$ cat config.mk
export PLATFORM = sky130hd
export DESIGN_NAME = seg7_scan_capture
export DESIGN_NICKNAME = d
export VERILOG_FILES = /design/src/rtl/seg7_scan_capture.sv
export SDC_FILE = /design/constraint.sdc
export NUM_CORES = 1
export LEC_CHECK = 0
export ABC_CLOCK_PERIOD_IN_PS = 3100
export CAP_MARGIN = 20
export CORE_UTILIZATION = 44
export DETAILED_ROUTE_END_ITERATION = 7
export MAX_ROUTING_LAYER = met4
export PLACE_DENSITY = 0.61
export SLEW_MARGIN = 20
export SYNTH_ARGS = -nofsm -noshare
export SYNTH_HDL_FRONTEND = slang
export SYNTH_SLANG_ARGS = --single-unit
$ cat constraint.sdc
create_clock -name CLK -period 3.1 [get_ports CLK]
set_input_delay 0.775 -clock CLK [delete_from_list [all_inputs] [get_ports CLK]]
set_output_delay 0.775 -clock CLK [all_outputs]
set_load 0.01 [all_outputs]
$ cat src/rtl/seg7_scan_capture.sv
// Captures a multiplexed 4-digit 7-segment scan into a 16-bit BCD frame.
// Each digit must be seen stable for STABLE_CNT samples before it is committed.
module seg7_scan_capture #(
  parameter int STABLE_CNT = 4
) (
  input  logic        CLK,
  input  logic        RST,
  input  logic        SAMPLE_EN,
  input  logic [3:0]  AN,
  input  logic [6:0]  SEG,
  output logic [15:0] DIGITS,
  output logic        VALID,
  output logic        FRAME,
  output logic        ERR,
  output logic [3:0]  BAD_DIGIT
);

  typedef enum logic [1:0] {IDLE, COUNT, LOCKED} state_t;

  localparam logic [3:0] STABLE = 4'(STABLE_CNT);

  state_t      state, state_n;
  logic [3:0]  run_cnt, run_cnt_n;
  logic [10:0] prev, prev_n;
  logic [3:0]  mask, mask_n;
  logic [15:0] shadow, shadow_n;
  logic [3:0]  shadow_bad, bad_n;
  logic        one_hot, same, commit, frame_done;
  logic [3:0]  code;
  logic        code_bad;
  logic [1:0]  idx;

  assign one_hot    = (AN != 4'd0) && ((AN & (AN - 4'd1)) == 4'd0);
  assign same       = ({AN, SEG} == prev);
  assign frame_done = commit && (mask_n == 4'hF);

  always_comb begin
    code     = 4'hE;
    code_bad = 1'b0;
    case (SEG)
      7'b1111110: code = 4'd0;
      7'b0110000: code = 4'd1;
      7'b1101101: code = 4'd2;
      7'b1111001: code = 4'd3;
      7'b0110011: code = 4'd4;
      7'b1011011: code = 4'd5;
      7'b1011111: code = 4'd6;
      7'b1110010: code = 4'd7;
      7'b1111111: code = 4'd8;
      7'b1111011: code = 4'd9;
      7'b0000000: code = 4'hF;
      default:    code_bad = 1'b1;
    endcase
  end

  always_comb begin
    idx = 2'd0;
    case (AN)
      4'b0010: idx = 2'd1;
      4'b0100: idx = 2'd2;
      4'b1000: idx = 2'd3;
      default: idx = 2'd0;
    endcase
  end

  // A fresh one-hot sample restarts the run; with STABLE_CNT=1 it commits immediately.
  always_comb begin
    state_n   = state;
    run_cnt_n = run_cnt;
    prev_n    = prev;
    commit    = 1'b0;
    if (SAMPLE_EN) begin
      if (!one_hot) begin
        state_n   = IDLE;
        run_cnt_n = 4'd0;
      end else if (state != IDLE && same) begin
        if (state == COUNT) begin
          run_cnt_n = run_cnt + 4'd1;
          if (run_cnt + 4'd1 >= STABLE) begin
            commit  = 1'b1;
            state_n = LOCKED;
          end
        end
      end else begin
        prev_n    = {AN, SEG};
        run_cnt_n = 4'd1;
        if (STABLE == 4'd1) begin
          commit  = 1'b1;
          state_n = LOCKED;
        end else begin
          state_n = COUNT;
        end
      end
    end
  end

  always_comb begin
    shadow_n = shadow;
    bad_n    = shadow_bad;
    mask_n   = mask;
    if (commit) begin
      shadow_n[{idx, 2'b00} +: 4] = code;
      bad_n[idx]                  = code_bad;
      mask_n[idx]                 = 1'b1;
    end
  end

  always_ff @(posedge CLK) begin
    if (RST) begin
      state   <= IDLE;
      run_cnt <= 4'd0;
      prev    <= 11'd0;
    end else begin
      state   <= state_n;
      run_cnt <= run_cnt_n;
      prev    <= prev_n;
    end
  end

  // The completing digit is taken from shadow_n so it lands in the same frame.
  always_ff @(posedge CLK) begin
    if (RST) begin
      mask       <= 4'd0;
      shadow     <= 16'd0;
      shadow_bad <= 4'd0;
      DIGITS     <= 16'd0;
      BAD_DIGIT  <= 4'd0;
      ERR        <= 1'b0;
      VALID      <= 1'b0;
      FRAME      <= 1'b0;
    end else begin
      FRAME  <= 1'b0;
      shadow <= shadow_n;
      if (frame_done) begin
        DIGITS     <= shadow_n;
        BAD_DIGIT  <= bad_n;
        ERR        <= |bad_n;
        VALID      <= 1'b1;
        FRAME      <= 1'b1;
        mask       <= 4'd0;
        shadow_bad <= 4'd0;
      end else begin
        mask       <= mask_n;
        shadow_bad <= bad_n;
      end
    end
  end

endmodule

After elaboration in Yosys (flattened, before gate mapping)
Index checks and enable logic that the tools add are counted.
{ "totals": {"mem_count": 0, "latch_bits": 0, "register_bits": 64, "in_bits": 14, "ramBits": 0, "mem_bits_ro": 0, "wordCells": 77} }
{ "op_classes": {"magnitude_cmp": 3, "n_bitwise": 3, "n_addsub": 3, "shifts": 2, "div_mod_pow": 0, "reduce_logical": 14, "n_mux": 23, "eq_ne": 18, "mul": 0} }
{ "ops": {"columns": ["operator", "count"], "rows": [
  ["== test 7 bit (second input constant)", 8],
  ["case mux 4 bit (11 select lines)", 1],
  ["2-to-1 mux 4 bit", 5],
  ["bitwise mux 16 bit", 1],
  ["2-to-1 mux 16 bit", 1],
  ["variable shift 4 x 6 -> 16 bit (first input constant)", 1],
  ["variable part select 4 x 6 -> 16 bit", 1],
  ["== test 7 x 6 -> 1 bit (second input constant)", 2],
  ["== test 11 bit", 1],
  ["OR reduction 11 bit", 1],
  ["== test 4 bit (second input constant)", 2],
  ["2-to-1 mux 1 bit", 8],
  ["2-to-1 mux 2 bit", 4],
  ["logical NOT 7 bit", 1],
  ["!= test 3 x 2 -> 1 bit (second input constant)", 2],
  ["negator 4 -> 6 bit", 1],
  ["case mux 2 bit (3 select lines)", 1],
  ["AND reduction 3 bit", 2],
  ["adder 4 x 1 -> 4 bit (second input constant)", 1],
  ["bitwise AND 4 bit", 1],
  ["bitwise mux 4 bit", 1],
  ["== test 4 x 2 -> 1 bit (second input constant)", 1],
  ["== test 4 x 3 -> 1 bit (second input constant)", 1],
  ["greater-or-equal comparator 4 x 3 -> 1 bit (second input constant)", 1],
  ["14 further kinds", 17]
]} }

Depth between registers and ports, before layout
Gate-level depths: netlist of run 1.
{ "logic_depth": {"depth_word": 11, "depth_mapped": 13, "depth_no_buf": 9} }

Least setup slack after synthesis of run 1
Ideal clock, no wire load.
{ "synth_timing": {"kind": "input to register", "start": "input port AN[2]", "end": "register DIGITS[15]", "required_time_ps": 3020, "arrival_ps": 2722, "setup_ps": 80, "path_stages": 8, "path_slack_ps": 298, "path_cell_list": "buf_2 -> xnor2_1 -> or3_2 -> ha_1 -> or3_4 -> nor4_2 -> mux2i_1 -> a211oi_2"} }
{ "synth_via": {"elab_chain_len": 10, "word_cells_on_any_way": 28, "cone_classes": "add/sub: 2; order compare: 2; eq/ne: 5; shift: 2; mux: 9; bitwise: 2; reduce/logical: 6"} }
{ "synth_rtl": {"columns": ["item", "line_no", "rtl"], "rows": [
  ["from (decl)", "9", "input logic [3:0] AN,"],
  ["== test 4 bit (tied with other cells)", "58", "case (AN)"],
  ["case mux 2 bit (3 select lines)", "58", null],
  ["less-than comparator 2 x 3 -> 1 bit (not written as such) or greater-or-equal comparator 2 x 1 -> 1 bit (tied branches)", "104", "mask_n[idx] = 1'b1;"],
  ["logical AND 1 bit (not written as such)", "104", null],
  ["2-to-1 mux 1 bit (not written as such)", "104", null],
  ["demux 1 bit (select 2 bit)", "104", null],
  ["OR 4 bit (no source line)", null, null],
  ["2-to-1 mux 4 bit", "101", "if (commit) begin"],
  ["== test 4 bit", "35", "assign frame_done = commit && (mask_n == 4'hF);"],
  ["logical AND 1 bit", "35", null],
  ["to (signal assigned)", "135", "DIGITS <= shadow_n;"],
  ["to (decl)", "11", "output logic [15:0] DIGITS,"]
]} }
Parallel ways exist; a longest one is shown, timed or not.
A chain may end at the register's enable or synchronous reset.

Final worst setup path of run 1
{ "layout_timing": {"start": "input port AN[3]", "end": "register DIGITS[15]"} }
Same word-level chain as after synthesis.

==> impl_metrics.ini, run 1 <==
[global_route]
grt_max_degree = 38
first_global_vias = 2717
grt_pass1_wl_um = 12600
grtUsageTotal = 0.216
grt_antenna_before_repair = 0
grt.overflow.total = 0

[pwr]
switching_power_uw = 431
seqPwrFrac = 0.453
p_int_uw = 1410
p_leak_uw = 0.00164
power.density_mw_per_mm2 = 437
pwr-share-clk = 0.448
sw_frac_of_total = 0.234
ir_drop_mv = 0.333
combinationalPowerShare = 0.100

[synthesis]
yosys.area.top_type = dfxtp_1
synth.avg_cell_area_um2 = 9.11
ys.flop_type = dfxtp_1
synth-edff-count = 0
syn-num-nets = 387
seq_area_frac_synth = 0.385
yosys_warnings = 0
synth_cell_types = 57
synth-seq-cells = 64
synthArstFlopShare = 0
synthesis.area_mm2 = 0.00333
synth_common_cells = dfxtp_1, nor2_1, mux2i_1
synth_top_area_share = 0.385
yosysMostFrequentCell = dfxtp_1
yosys-top-cells-area = dfxtp_1, mux2i_1, nor2_1
synthCells = 365

[routing]
routed_via_density = 5.33
firstDrtPassIters = 4
wl_per_cell_um = 14.3
drcViolationCount = 0
vias = 2818
drtAntennaViolNets = 0
drt_iter0_markers = 87
routed_wl_um = 7590

[clock_tree]
cts.path.max_buffers = 2
cts_hold_buf = 0
clock-sinks = 64
clkSlewWorstSetupHoldPaths_ns = 0.07
cts_made_buffers = 9
cts-root-buf = clkbuf_8
insertion_delay_ns = 0.34
cts_tree = done
htreeDepth = 3

[finish]
nets = 447
drive_above_1_share = 0.202
register_area_mm2 = 0.00128
n_antenna_cell = 0
fill_cells = 695
areaGrowthSynthToFinish_pct = 26.8
final_util = 0.579
multiInputGateArea_mm2 = 0.00185

[floorplan]
coreArea_mm2 = 0.00729
ios = 37
die_h_um = 89.0
die_area_mm2 = 0.00791
initial_core_util = 0.456
die_x_um = 89.0
num_rows = 31

[timing]
drv_slew = 0
slew-limit-headroom = 0.531
hold_viol_final = 0
tightest_slew_ns = 0.703
rsz0062_at_grt = false
post-route-min-period_ns = 3.03
timing.fmax_mhz = 330
setup_tns_ns = 0
post-route-period-util = 0.976
setup_violations = 0
fin_skew_ns = 0.00695

[critical_path]
slowest_delay_ns = 0.50
cp-end-kind = register
start_kind = input pin
worst_path_max_delay_cell = clkdlybuf4s50_1
crit_arrival_ns = 3.29
reg2reg_slack_ns = 0.83
worstSetupPathType = in2reg
required_ns = 3.36
timing.rr.start = run_cnt[0]
r2r_end = DIGITS[6]
crit_chain = clkdlybuf4s50_1, xnor2_1, or3_2, ha_1, or3_4, nor4_2, mux2i_1, a211oi_2
rr_worst_depth = 7
crit_fanout = 4

[hold_path]
holdPathStages = 2
hold_end = shadow[5]
hold_start = shadow[5]
min_path_type = reg2reg

[job]
max_cap_viol_count = 0

[outcome]
outcome = complete, no violations

[placement]
gp_congestion = 0.858
dp_hpwl_um = 5410
port_buffers = 36
power by group through the flow:
stage / combinational (uW) / clock (uW) / sequential [uW]
CTS: 183 / 844 / 835
floorplan: 115 / 0 / 853
global route: 201 / 875 / 836
finish: 184 / 825 / 835
global placement: 179 / 0 / 854
detailed placement: 182 / 0 / 854
state kept, by name, summed over array words and instances (netlist names):
register    count
shadow         16
VALID           1
FRAME           1
shadow_bad      4
ERR             1
BAD_DIGIT       4
state           2
DIGITS         16
mask            4
prev           11
run_cnt         4
final cells by class:
cell class | instances | area share
clock buffers | 12 | 0.0368
clock inverters | 4 | 0.0181
inverters | 6 | 0.00534
multi-input cells | 264 | 0.438
flip-flops and latches | 64 | 0.304
well taps | 99 | 0.0294
repair buffers | 80 | 0.168
per-stage QoR:
stage                     instances  worst slack (ns)  area [um2]  hold WS (ns)  power [uW]
after global placement          513            -0.158        3990         0.472        1030
after floorplan                 365             0.298        3330         0.456         968
after detailed placement        513            -0.266        3990         0.480        1040
final                           529            0.0730        4220         0.493        1840
after global routing            529           0.00619        4220         0.518        1910
after CTS                       529             0.111        4220         0.493        1860
cells by family (layout without fill, tap and decap cells):
| group | count (synthesis) | in the layout | share of synthesized area |
|---|---|---|---|
| compound gates | 73 | 73 | 0.173 |
| xor+xnor | 16 | 16 | 0.0421 |
| fa+ha+maj | 8 | 8 | 0.0301 |
| buf+inv | 37 | 102 | 0.0602 |
| flops | 64 | 64 | 0.385 |
| mux | 27 | 27 | 0.0812 |
| simple gates | 140 | 140 | 0.228 |
critical path, delay by kind of cell:
kind	cells	cell delay (ns)
and+or+nand+nor	3	1.11
buffers and inverters	1	0.50
adders and majority gates	1	0.35
xor gates and xnor gates	1	0.16
muxes	1	0.15
AOI/OAI and AO/OA	1	0.24
how the worst max path moves through the flow:
stage,from,endpoint,slack (ns),cells after the start
after floorplan,AN[2],DIGITS[15],0.30,8
after global placement,AN[3],DIGITS[15],-0.16,8
after detailed placement,AN[3],DIGITS[15],-0.27,8
after CTS,AN[3],DIGITS[15],0.11,8
after global routing,AN[3],BAD_DIGIT[1],0.006,10
final,AN[3],DIGITS[15],0.07,8
metal layers:
metal	vias up	global-route usage	routed length (um)
met5	-	-	0
met4	0	0.0823	106
met3	10	0.0489	211
met2	34	0.360	3570
met1	1349	0.254	3700
li1	1425	-	-
layout by cell type (no fill, tap or decap), drive strengths merged, types with 5 or more instances in the layout:
cell type,Yosys,final
nand2b,7,7
o21ai,6,6
nor2,56,56
a21oi,15,15
and3,8,8
a31oi,6,6
inv,6,6
nor3,15,15
ha,8,8
clkbuf,13,12
xnor2,15,15
nor4,7,7
o21bai,6,6
a211oi,19,19
nand3,9,9
clkdlybuf4s50,0,35
or3,5,5
nand4,6,6
mux2i,27,27
dfxtp,64,64
nand2,7,7
buf,18,45
what timing repair did:
action	4_1_cts	5_1_grt
resized for setup	0	1
setup endpoints to repair	0	1
buffers inserted	0	0
Power figures use the tool's default switching activity.
==> run 2, diff against run 1 <==
--- a/config.mk
+++ b/config.mk
@@ -6,7 +6,6 @@
 export NUM_CORES = 1
 export LEC_CHECK = 0
 export ABC_CLOCK_PERIOD_IN_PS = 3100
-export CAP_MARGIN = 20
 export CORE_UTILIZATION = 44
 export DETAILED_ROUTE_END_ITERATION = 7
 export MAX_ROUTING_LAYER = met4
==> results of run 2 <==
Final layout, timing and power as in run 1 (identical DEF).
==> patch (settings of run 2) <==
Encoding of `state_t`: now one-hot (3 bits for 3 states).
--- a/src/rtl/seg7_scan_capture.sv
+++ b/src/rtl/seg7_scan_capture.sv
@@ -15,7 +15,7 @@
   output logic [3:0]  BAD_DIGIT
 );
 
-  typedef enum logic [1:0] {IDLE, COUNT, LOCKED} state_t;
+  typedef enum logic [2:0] {IDLE = 3'b001, COUNT = 3'b010, LOCKED = 3'b100} state_t;
 
   localparam logic [3:0] STABLE = 4'(STABLE_CNT);
 
Formal check against the unedited RTL: no difference found for any inputs over 10 cycles, from zero or initial values and one cycle with RST high; not proved beyond that.
==> patch against run 2 <==
Total power shrank 4.5%. Design area shrank 1.2%. Synthesized area shrank 2.6%. Via count grew 1.5%. Wire length shrank 3.1%. Highest routed layer unchanged. Sequential share of layout area grew 0.84 points. Setup slack gained 0.14 ns. Sequential cell count grew 1.
==> patch: results (changes against run 2) <==
Worst-path clk slew 0.07 ns (about the same); drt total wl 7.352 mm (-3.1%); largest net degree at the start of global routing 34 (-11%); first-pass GRT wire length 12.43 mm (-1.3%); HP Class reg2reg; Setup Skew 0.01165 ns (+0.004692 ns); Synth area leaders dfxtp_1 (40%), nor2_1 (8.8%), mux2i_1 (4.3%), a21oi_1 (3.7%), a211oi_1 (3.2%); Leak Pwr 1.712 nW (+4.7%); Worst slew margin 56.27% (+3.1 points); Antenna Cells 0 (unchanged); clk_lat worst skew 0.35 ns; Clock Path Buffers 2 (unchanged); setup slack at placement -0.1984 ns (+0.06736 ns); vias in the first global route 2,646 (-2.6%); First DRT Iteration DRCs 96 (+10%); Post-synth top cells nor2_1 (76), dfxtp_1 (65), a21oi_1 (24); top flop regs DIGITS: 16 flops, shadow: 16 flops, prev: 11 flops; Nets 464 (+3.8%); outcome finished, final reports clean; H-tree level count 3 (unchanged); async set-reset flop share out of synthesis 0% (unchanged); Post CTS Setup Buffer Count 0 (unchanged); total CTS buffers 9 (unchanged); DPL Wire Length 5.451 mm (+0.78%); top_reg_cell synth dfxtp_1; Final Max Slew Viols 0 (unchanged); layout cells sized above 1 20.13% (-0.098 points); synth unique cells 57 (unchanged); DR pass1 iterations 4 (unchanged); root buf cell clkbuf_8; Fill cells 629 (-9.5%); I/O Buffers 36 (unchanged); Gate Count Post-Synth 372 (+1.9%); GRT Total Usage 21.55% (-0.028 points); Critical Path AT 3.14 ns (-0.15 ns); GPL Wtd Cong 0.8145 (-5.1%); vias per cell 5.265 (-1.2%); maximum clock rate 0.3469 GHz (+5.0%); peak supply drop 0.0002342 V (-30%); initial antenna violation count 0 (unchanged); placed cells 527 (+2.7%); flop2flop setup slack 0.80 ns (-0.03 ns); Crit Path Max Fanout 17 (+13); DR WL/cell 13.54 µm (-5.6%); synth warn 0 (unchanged); Syn Nets 394 (+1.8%); register area share after synthesis 40.15% (+1.6 points)
==> patch: cell count changes in the layout (fill, tap and decap cells not counted), sizes merged, moves of 5 or more <==
cell,before,now
a21oi,15,25
xnor2,15,3
o21bai,6,1
nor2,56,76
nand2,7,18
mux2i,27,14
xor2,1,12
buf,45,53
==> patch: final timing paths <==
check,from,endpoint,cells past startpoint
worst max register to register,state[0]$_SDFFE_PP1P_,BAD_DIGIT[2]$_SDFFE_PP0P_,8
worst min register to register,VALID$_SDFFE_PP0P_,VALID$_SDFFE_PP0P_,2
worst max-delay path,AN[1],BAD_DIGIT[1]$_SDFFE_PP0P_,11
worst min-delay path,VALID$_SDFFE_PP0P_,VALID$_SDFFE_PP0P_,2
==> patch: power breakdown <==
group	leakage [nW]	switching [mW]	internal [mW]
clock network	0.101	0.354	0.379
registers	0.525	0.00698	0.843
logic	1.09	0.0926	0.0856
total	1.71	0.454	1.31
==> patch: final cells by class <==
type                            instances  area share (%)
Timing Repair Buffer                   88           18.54
Inverter                                5          0.4500
Sequential cell                        65           31.20
Clock buffer                            9           2.970
Clock inverter                          7           1.920
Tap cell                               96           2.880
Multi-Input combinational cell        273           42.03
==> patch: routing by layer <==
metal	wire (µm)	share of wire [%]	up-vias	global-route usage [%]
met1	3627	49	1340	28.29
met2	3365	46	53	32.70
met4	70	0.95	0	6.706
li1	-	-	1458	-
met5	0	0	-	-
met3	289	3.9	8	5.090
==> patch: cell families after synthesis <==
logic type	count (synthesis)	share of synthesized area, %
flip-flops	65	40.15
AO/OA/AOI/OAI	76	17.30
adder cells (fa/ha/maj)	8	3.089
AND/OR/NAND/NOR	160	25.14
XOR/XNOR	15	4.054
multiplexers	14	4.324
buffers and inverters	34	5.946
==> patch: timing repair <==
item | in CTS | in global routing
hold buffers | 0 | 0
setup endpoints to repair | 0 | 6
resized for setup | 0 | 2
==> patch: critical path, stage by stage <==
cell and delay [ns]:
clkdlybuf4s50_1 0.54, xnor2_1 0.18, or3_1 0.39, inv_1 0.14
ha_1 0.19, o22ai_1 0.09, nor2_1 0.14, and3_1 0.20
buf_4 0.23, nor2_1 0.06, a211oi_1 0.21
==> patch: through the flow <==
step	area [µm²]	setup TNS (ns)	total power [mW]	hold slack, ns
floorplan	3241	0	0.9725	0.4450
global placement	3958	-3.929	1.044	0.4510
detailed placement	3958	-5.077	1.046	0.4636
CTS	4161	0	1.777	0.4805
global route	4170	0	1.835	0.5126
finish	4170	0	1.761	0.4745
